### config.mk
export PLATFORM = sky130hd
export DESIGN_NAME = pio_irq
export DESIGN_NICKNAME = d
export VERILOG_FILES = /design/src/rtl/pio_pkg.sv /design/src/rtl/pio_sync.sv /design/src/rtl/pio_irq.sv
export SDC_FILE = /design/constraint.sdc
export NUM_CORES = 1
export LEC_CHECK = 0
export BUFFER_PORTS_ARGS = -buffer_cell sky130_fd_sc_hd__clkbuf_2
export CORE_MARGIN = 1
export CORE_UTILIZATION = 40
export CTS_CLUSTER_DIAMETER = 100
export DETAILED_ROUTE_END_ITERATION = 16
export MAX_ROUTING_LAYER = met4
export PLACE_DENSITY_LB_ADDON = 0.1
export SYNTH_ARGS = -nofsm -noshare
export SYNTH_HDL_FRONTEND = slang
export SYNTH_SLANG_ARGS = --single-unit
export TNS_END_PERCENT = 1
### constraint.sdc
create_clock -name clk -period 2.8 [get_ports clk]
set_input_delay 0.7 -clock clk [delete_from_list [all_inputs] [get_ports clk]]
set_output_delay 0.7 -clock clk [all_outputs]
set_load 0.01 [all_outputs]
### src/rtl/pio_pkg.sv
// Shared definitions for the GPIO bank: configuration register select codes
// and synchroniser depth limits.
package pio_pkg;

  typedef enum logic [2:0] {
    OE      = 3'd0,
    RISE_EN = 3'd1,
    FALL_EN = 3'd2,
    MASK0   = 3'd3,
    MASK1   = 3'd4,
    CLEAR   = 3'd5
  } cfg_sel_e;

  localparam int SYNC_MIN = 2;
  localparam int SYNC_MAX = 4;

endpackage

### src/rtl/pio_sync.sv
// Multi-bit flop-chain synchroniser for asynchronous pad inputs; each bit is
// synchronised independently, no cross-bit coherence is implied.
module pio_sync #(
  parameter int DATA_W = 32,
  parameter int STAGES = 2
) (
  input  logic              clk,
  input  logic              reset_n,
  input  logic [DATA_W-1:0] d,
  output logic [DATA_W-1:0] q
);

  logic [STAGES-1:0][DATA_W-1:0] chain_q;

  always_ff @(posedge clk or negedge reset_n) begin
    if (!reset_n) begin
      chain_q <= '0;
    end else begin
      chain_q <= {chain_q[STAGES-2:0], d};
    end
  end

  assign q = chain_q[STAGES-1];

endmodule

### src/rtl/pio_irq.sv
// GPIO bank: registered pad outputs/enables, synchronised pad inputs and
// per-bit edge interrupts with sticky pending bits and two masked irq lines.
module pio_irq
  import pio_pkg::*;
#(
  parameter int                   dataWidth     = 32,
  parameter int                   syncStages    = 2,
  parameter logic [dataWidth-1:0] outResetValue = '0
) (
  input  logic                 clk,
  input  logic                 reset_n,
  input  logic [dataWidth-1:0] in_wdata,
  input  logic [dataWidth-1:0] in_wenable,
  output logic [dataWidth-1:0] in_rdata,
  input  logic [2:0]           cfg_sel,
  input  logic [dataWidth-1:0] cfg_wdata,
  input  logic                 cfg_we,
  output logic [dataWidth-1:0] irq_pending,
  output logic [dataWidth-1:0] out_wdata,
  output logic [dataWidth-1:0] out_wenable,
  input  logic [dataWidth-1:0] out_rdata,
  output logic                 irq0,
  output logic                 irq1
);

  if (syncStages < SYNC_MIN || syncStages > SYNC_MAX) begin : g_bad_sync
    $error("pio_irq: syncStages must lie in 2..4");
  end

  logic [dataWidth-1:0] out_q, out_d;
  logic [dataWidth-1:0] oe_q, oe_d;
  logic [dataWidth-1:0] rise_en_q, rise_en_d;
  logic [dataWidth-1:0] fall_en_q, fall_en_d;
  logic [dataWidth-1:0] mask0_q, mask0_d;
  logic [dataWidth-1:0] mask1_q, mask1_d;
  logic [dataWidth-1:0] pend_q, pend_d;
  logic [dataWidth-1:0] prev_q;
  logic [dataWidth-1:0] clear;
  logic [dataWidth-1:0] edge_set;

  pio_sync #(
    .DATA_W (dataWidth),
    .STAGES (syncStages)
  ) u_sync (
    .clk     (clk),
    .reset_n (reset_n),
    .d       (out_rdata),
    .q       (in_rdata)
  );

  always_comb begin
    out_d     = (out_q & ~in_wenable) | (in_wdata & in_wenable);
    oe_d      = oe_q;
    rise_en_d = rise_en_q;
    fall_en_d = fall_en_q;
    mask0_d   = mask0_q;
    mask1_d   = mask1_q;
    clear     = '0;
    if (cfg_we) begin
      case (cfg_sel)
        OE:      oe_d      = cfg_wdata;
        RISE_EN: rise_en_d = cfg_wdata;
        FALL_EN: fall_en_d = cfg_wdata;
        MASK0:   mask0_d   = cfg_wdata;
        MASK1:   mask1_d   = cfg_wdata;
        CLEAR:   clear     = cfg_wdata;
        default: ;
      endcase
    end
    edge_set = (in_rdata & ~prev_q & rise_en_q) | (~in_rdata & prev_q & fall_en_q);
    // A new edge outranks a simultaneous write-1-to-clear on the same bit.
    pend_d   = (pend_q & ~clear) | edge_set;
  end

  always_ff @(posedge clk or negedge reset_n) begin
    if (!reset_n) begin
      out_q     <= outResetValue;
      oe_q      <= '0;
      rise_en_q <= '0;
      fall_en_q <= '0;
      mask0_q   <= '0;
      mask1_q   <= '0;
      pend_q    <= '0;
      prev_q    <= '0;
    end else begin
      out_q     <= out_d;
      oe_q      <= oe_d;
      rise_en_q <= rise_en_d;
      fall_en_q <= fall_en_d;
      mask0_q   <= mask0_d;
      mask1_q   <= mask1_d;
      pend_q    <= pend_d;
      prev_q    <= in_rdata;
    end
  end

  assign out_wdata   = out_q;
  assign out_wenable = oe_q;
  assign irq_pending = pend_q;
  assign irq0        = |(pend_q & mask0_q);
  assign irq1        = |(pend_q & mask1_q);

endmodule

Word-level counts from Yosys, hierarchy flattened
Cells that the tools add are included.
- add/sub/neg operators: 0
- multiply operators: 0
- divide/modulo/power cells: 0
- $lt $le $gt $ge: 0
- equal/unequal tests: 5
- shift operators: 0
- muxes and demuxes: 2
- bitwise logic cells: 16
- reduce and logical (&&, ||, !) cells: 8
- operators with widths (kind ; count):
    $and 32x32->32 ; 9
    $not 32->32 ; 4
    $or 32x32->32 ; 3
    $mux 32 ; 2
    $reduce_or 32->1 ; 2
    $reduce_and 2->1 ; 5
    $eq 3x2->1 const B ; 2
    $eq 3x3->1 const B ; 2
    $eq 3x1->1 const B ; 1
    $logic_not 3->1 ; 1
- bits in registers: 320
- bits in latches: 0
- bits in writable memories: 0
- bits in read-only memories: 0
- input bits: 134
- output and inout bits: 130
- word-level logic and storage cells: 41
- memories: 0

Depth between registers and ports, before layout
Gate-level depths: netlist of run 1.
- depth after elaboration: 6
- depth in mapped cells: 4
- gate-level depth less buffers: 3

Cells and area by module
Synthesis of run 1 repeated with hierarchy kept, for this count alone.
- cell total of the unflattened synthesis: 808
- area, all modules: 11753.8 um^2
- modules (own cells, without submodules) (module ; instances ; cells each ; area an instance (um^2) ; sequential area each (um^2)):
    pio_irq ; 1 ; 712 ; 9912.0 ; 6406.1
    pio_sync ; 1 ; 96 ; 1841.8 ; 1601.5

Worst setup path before layout of run 1
No wires, ideal clock.
- kind: reg2out
- from: register pend_q[3], in the netlist irq_pending[3]
- to: output irq0
- arrival time: 1.251 ns
- data required time: 2.100 ns
- setup slack: 0.849 ns
- stages on the path, launching flop included: 4
- buffers on the path: 0
- path through: dfrtp_1 > a22oi_1 > nand4_1 > or4_1
- longest elaborated chain between the ends: 2
- ends and longest elaborated chain (item ; RTL line ; RTL):
    start, declared ; pio_irq.sv:36 ; logic [dataWidth-1:0] pend_q, pend_d;
    start signal, assigned ; pio_irq.sv:92 ; pend_q <= pend_d;
    $and 32x32->32 ; pio_irq.sv:100 ; assign irq0 = |(pend_q & mask0_q);
    $reduce_or 32->1 ; pio_irq.sv:100 ;
    end, declared ; pio_irq.sv:22 ; output logic irq0,
Every way passes these cells.

Final worst setup path of run 1
- from: register pend_q[4], in the netlist irq_pending[4]
- to: output irq0
The elaborated chain is that of the path after synthesis.

==> qor.csv, run 1 <==
metric,value,unit
total power,11900,uW
register area,8010,um2
Iteration-0 DRC Markers,272,
Starting Density,0.409,
# diodes,0,
"Seq/Total Area, Yosys",0.681,
"Clk pin slew, worst setup/hold paths",60,ps
later-pin clock latency in the skew report,500,ps
Finished Core Util,0.507,
crit-path max cell delay,560,ps
Setup Skew,8.21,ps
Syn Area/Cell,14.6,um2
CTS H-Tree Depth,2,
maximum clock rate,0.362,GHz
DRC viols,0,
CP cell instances,a22oi_2 > nand4_1 > or4_4 > clkbuf_2,
CP max stage cell,or4_4,
final hold vios,0,
RSZ-0062 raised after global routing,true,
Mapped Area,11800,um2
die height,173,um
Placed Instances,1416,
fraction of layout cells with a size suffix above 1,0.403,
M1 WL,12000,um
Hold WC Path Type,in -> async,
GRT overflow,0,
Lkg Pwr,0.00677,uW
Vias/cell,4.86,
Yosys cell types,20,
Fin Setup TNS,0,ps
reg2reg setup slack,1980,ps
vias in the first global route,7700,
dominant synthesized flop cell,dfrtp_1,
IO buf count,263,
Synth-to-Final Area Change,24.0,%
CTS buffer count,35,
WS Path Type,reg -> out,
initial antenna violation count,0,
worst-case reg-to-reg path depth,2,
Critical Path Sink,irq0,
Non-Filler Instances,1478,
antenna-violating nets left,0,
"Arr. time, crit path",2070,ps
nets,1203,
max_cap viols,0,
routed wire length on met3,1420,um
met2 routed WL,12000,um
core area,28800,um2
Max-slew headroom,0.593,
average wire per standard cell,17.5,um
Worst-Margin Slew,611,ps
Placer Congestion,0.789,
Die Wd,173,um
# fillers,2582,
first-pass GRT wire length,42800,um
final WL,25900,um
"EDFF count, synth",0,
clk root buf,clkbuf_16,
DP HPWL,17800,um
top-area cell type share of the netlist area,0.681,
ys async rst share,1.00,
worst-path fanout max,4,
Setup crit end kind,output port,
DRT Pass-1 Iters,4,
crit path time final,2770,ps
outcome,"finished, final reports clean",
Clock Tree Buf Depth,3,
Post-CTS Setup Inserts,0,
RR Endpoint,irq_pending[1],
power per cell area,813,nW/um2
CTS tree,done,
crit path from,irq_pending[4],
top sig layer,met4,
clk sinks,320,
Setup crit start kind,flop,
worst hold margin,194,ps
vias post-DR,7186,
"area leader, netlist",dfrtp_1,
multi-input logic area,3270,um2
yosys warns,0,
CP Data Required Time,2100,ps
GRT Util Overall,0.186,
area of the die,30100,um2
Tcrit/Tclk final,0.988,
largest net degree at the start of global routing,75,
io pins,264,
cell count after synthesis,808,
Synth Register Bits,320,
Syn Nets,942,
largest cells by area after synthesis,"dfrtp_1 (68%), mux2_2 (9.2%), mux2_1 (6.1%)",
# setup viols final,0,
Slew Limit Fails,0,
worst r2r src,irq_pending[1],
# rows,62,
VDD IR max,0.377,mV
## metrics by stage
| stage | setup WS, ps | cell area [um2] |
|---|---|---|
| final | 34.8 | 14600 |
| after global routing | -21.6 | 14600 |
| after CTS | 0.00355 | 14600 |
| after detailed placement | 458 | 13400 |
| after global placement | 453 | 13400 |
| after floorplan | 849 | 11800 |
## routing by layer
layer / up-vias / global-route usage
met5: - / -
met4: 0 / 0.0501
met3: 40 / 0.0377
met2: 225 / 0.284
met1: 3580 / 0.253
li1: 3341 / -
## worst max-delay path: cells and delay by family, from the launching register on
family	cells	cell delay, ps
buffers and inverters	1	150
AO/OA/AOI/OAI	1	210
AND/OR/NAND/NOR	2	780
flip-flops	1	420
## how the worst min path moves through the flow
stage                            start            to  slack, ps  cells after the start
detailed placement  u_sync.chain_q[14]  u_sync.q[14]        330                      0
global placement    u_sync.chain_q[19]  u_sync.q[19]        330                      0
floorplan            u_sync.chain_q[0]   u_sync.q[0]        330                      0
finish                         reset_n  u_sync.q[11]        190                      1
CTS                            reset_n  u_sync.q[11]        200                      1
global route                   reset_n  u_sync.q[11]        230                      1
## cells in the mapped netlist, types with 3 or more instances
cell      count
inv_1        32
buf_4        39
clkbuf_1      9
nand2_1      62
mux2_2       96
a22oi_1      32
nand3_1       3
o211ai_1     29
nand3b_1     35
mux2_1       64
o21ai_0      64
nand4_1       8
dfrtp_1     320
buf_6         6
## registers in the layout (all words and copies together), names as in the netlist, named ones only
name / count
fall_en_q: 32
irq_pending: 32
u_sync.q: 32
prev_q: 32
u_sync.chain_q: 32
out_wenable: 32
mask0_q: 32
rise_en_q: 32
mask1_q: 32
## repair_timing
item	CTS	global route
hold buffers	0	0
pin swaps	2	2
resized for setup	3	3
setup endpoints to repair	2	2
## cell usage in the layout (no fill, tap or decap)
cell type  netlist  routed
dfrtp_1        320     320
clkbuf_2         0     262
mux2_2          96      96
o21ai_0         64      64
mux2_1          64      64
nand2_1         62      62
nand3b_1        35      35
clkbuf_16        0      35
inv_1           32      32
o211ai_1        29      29
a22oi_1         32      27
buf_4           39       9
nand4_1          8       8
clkinv_2         0       8
clkbuf_8         0       8
buf_12           0       7
clkbuf_1         9       6
a22oi_2          0       5
bufinv_16        0       4
nand3_1          3       3
nand4b_1         2       2
and4bb_2         0       2
or4_4            0       1
or4_1            2       1
nor4b_4          1       1
nor3_4           0       1
inv_6            0       1
buf_8            0       1
## cell families (layout without fill, tap and decap cells)
logic type             after synthesis  count (layout)  share of synthesized area
multiplexers                       160             160                      0.153
AND/OR/NAND/NOR                    116             116                     0.0554
AO/OA/AOI/OAI                      125             125                     0.0662
flip-flops                         320             320                      0.681
buffers and inverters               87             373                     0.0442
## area by class of cell
| type | instances | share of cell area |
|---|---|---|
| flip-flops and latches | 320 | 0.549 |
| repair buffers | 279 | 0.105 |
| clock inverters | 13 | 0.0116 |
| well taps | 384 | 0.0329 |
| inverters | 32 | 0.00823 |
| clock buffers | 49 | 0.0691 |
| multi-input cells | 401 | 0.224 |
## power by group
part           switching [uW]  internal, uW  leakage (uW)
combinational             739           738       0.00244
sequential                405          5310       0.00374
clock                    1780          2880      0.000588
(Power assumes the default switching activity.)
==> run 2, diff against run 1 <==
Settings changed: CAP_MARGIN set to 20, CELL_PAD_IN_SITES_DETAIL_PLACEMENT set to 1, CELL_PAD_IN_SITES_GLOBAL_PLACEMENT set to 2.
==> qor.csv, run 2 (synthesized netlist as in run 1, its figures left out) <==
metric,value,unit,change
Vias/cell,4.97,,+2.3%
vias post-DR,7376,,+2.6%
fraction of layout cells with a size suffix above 1,0.413,,+0.00999
Iteration-0 DRC Markers,310,,+14%
Internal Power,9090,uW,+1.8%
vias in the first global route,8196,,+6.4%
Fin Setup TNS,0,ps,unchanged
DRT Pass-1 Iters,4,,unchanged
CTS H-Tree Depth,2,,unchanged
final WL,27900,um,+7.5%
CP Data Required Time,2100,ps,about the same
"Arr. time, crit path",2050,ps,-20 ps
maximum clock rate,0.363,GHz,+0.46%
hold buffer count at cts,0,,unchanged
worst-path fanout max,4,,unchanged
average wire per standard cell,18.8,um,+7.1%
Non-Filler Instances,1483,,+0.34%
io pins,264,,unchanged
"commonest non-fill, non-tap cell in the layout",dfrtp_1,,
clk root buf,clkbuf_16,,
total power,12100,uW,+2.2%
Worst-Margin Slew,619,ps,+7.76 ps
IO buf count,263,,unchanged
power per cell area,825,nW/um2,+1.5%
Place WS,416,ps,-42.0 ps
Tcrit/Tclk final,0.983,,-0.00448
Setup crit start kind,flop,,
die height,173,um,unchanged
initial antenna violation count,0,,unchanged
Die Wd,173,um,unchanged
Placer Congestion,0.740,,-6.2%
"Clk pin slew, worst setup/hold paths",60,ps,about the same
largest net degree at the start of global routing,65,,-13%
GRT overflow,0,,unchanged
# diodes,0,,unchanged
Synth-to-Final Area Change,24.8,%,
WS Path Type,reg -> out,,
RSZ-0062 raised after global routing,true,,
# setup viols final,0,,unchanged
clk sinks,320,,unchanged
GRT Util Overall,0.200,,+0.0140
CTS tree,done,,
CTS buffer count,37,,+5.7%
share of power burned in registers,0.474,,-0.008
Slew Limit Fails,0,,unchanged
first-pass GRT wire length,45700,um,+6.9%
Comb pwr share,0.123,,-0.002
Lkg Pwr,0.00682,uW,+0.67%
max_cap viols,0,,unchanged
area of the die,30100,um2,unchanged
switch share,0.250,,+0.00291
Hold WC Path Type,in -> async,,
Placed Instances,1417,,+0.071%
clock network fraction of total power,0.404,,+0.011
final hold vios,0,,unchanged
switching power,3030,uW,+3.4%
outcome,"finished, final reports clean",,
VDD IR max,0.376,mV,-0.10%
Max-slew headroom,0.587,,-0.00517
nets,1206,,+0.25%
Starting Density,0.409,,unchanged
Setup crit end kind,output port,,
Setup Skew,7.70,ps,-0.510 ps
antenna-violating nets left,0,,unchanged
min setup slack post-route,47.3,ps,+12.6 ps
Clock Tree Buf Depth,3,,unchanged
most frequent cells in the layout,"dfrtp_1 (319), clkbuf_2 (262), mux2_2 (96), o21ai_0 (64), mux2_1 (64)",,
DRC viols,0,,unchanged
crit path time final,2750,ps,-12.6 ps
core area,28800,um2,unchanged
# rows,62,,unchanged
DP HPWL,19700,um,+10%
later-pin clock latency in the skew report,510,ps,about the same
worst hold margin,131,ps,-63.4 ps
==> run 2: cell count changes in the layout (fill, tap and decap cells not counted), sizes merged <==
cell	before	now
clkbuf	311	316
bufinv	4	2
buf	17	18
clkinvlp	0	1
==> run 2: layer usage <==
| metal | vias to the layer above | wire length (um) | GRT usage | part of all wire |
|---|---|---|---|---|
| met5 | - | 0 | - | 0 |
| met3 | 37 | 1540 | 0.0430 | 0.055 |
| met1 | 3770 | 12500 | 0.262 | 0.45 |
| met2 | 216 | 13200 | 0.317 | 0.47 |
| met4 | 0 | 549 | 0.0490 | 0.020 |
| li1 | 3353 | - | - | - |
==> run 2: path summary, 6_finish.rpt <==
check / startpoint / end / slack (ps) / cells after the start
max: irq_pending[4] / irq0 / 50 / 4
min: reset_n / fall_en_q[16] / 130 / 1
max reg2reg: irq_pending[18] / irq_pending[18] / 1940 / 2
min reg2reg: u_sync.chain_q[19] / u_sync.q[19] / 350 / 0
max in group asynchronous: reset_n / u_sync.q[2] / 1930 / 2
min in group clk: out_rdata[17] / u_sync.chain_q[17] / 290 / 1
==> run 2: final cells by class <==
class,instances,area (um2)
Timing Repair Buffer,280,1520
Sequential cell,320,8010
Fill cell,2944,14100
Tap cell,384,480
Clock inverter,12,116
Clock buffer,54,1150
Multi-Input combinational cell,401,3290
Inverter,32,120
==> run 2: what timing repair did <==
action | CTS | global route
setup endpoints to repair | 2 | 2
pin swaps | 2 | 2
gates cloned | 0 | 0
resized for setup | 7 | 4
buffers inserted | 0 | 0
==> run 2: power groups by stage <==
| stage | logic (uW) | clock network (uW) | registers (uW) |
|---|---|---|---|
| 4_1_cts | 1530 | 5040 | 5740 |
| 5_1_grt | 1660 | 5220 | 5840 |
| 2_1_floorplan | 734 | 0 | 5800 |
| 3_5_place_dp | 1510 | 0 | 5810 |
| 6_report | 1490 | 4890 | 5740 |
| 3_3_place_gp | 1490 | 0 | 5780 |
==> run 2: through the flow <==
stage,cell area [um2],util
after floorplan,11800,-
after global placement,13400,0.464
after detailed placement,13400,0.464
after CTS,14700,0.510
after global routing,14700,0.510
final,14700,0.510
==> run 2: worst max-delay path, cell delays in order, from the launching register on <==
cell	delay, ps
dfrtp_1	430
a22oi_2	210
nand4_1	190
or4_4	570
clkbuf_2	160
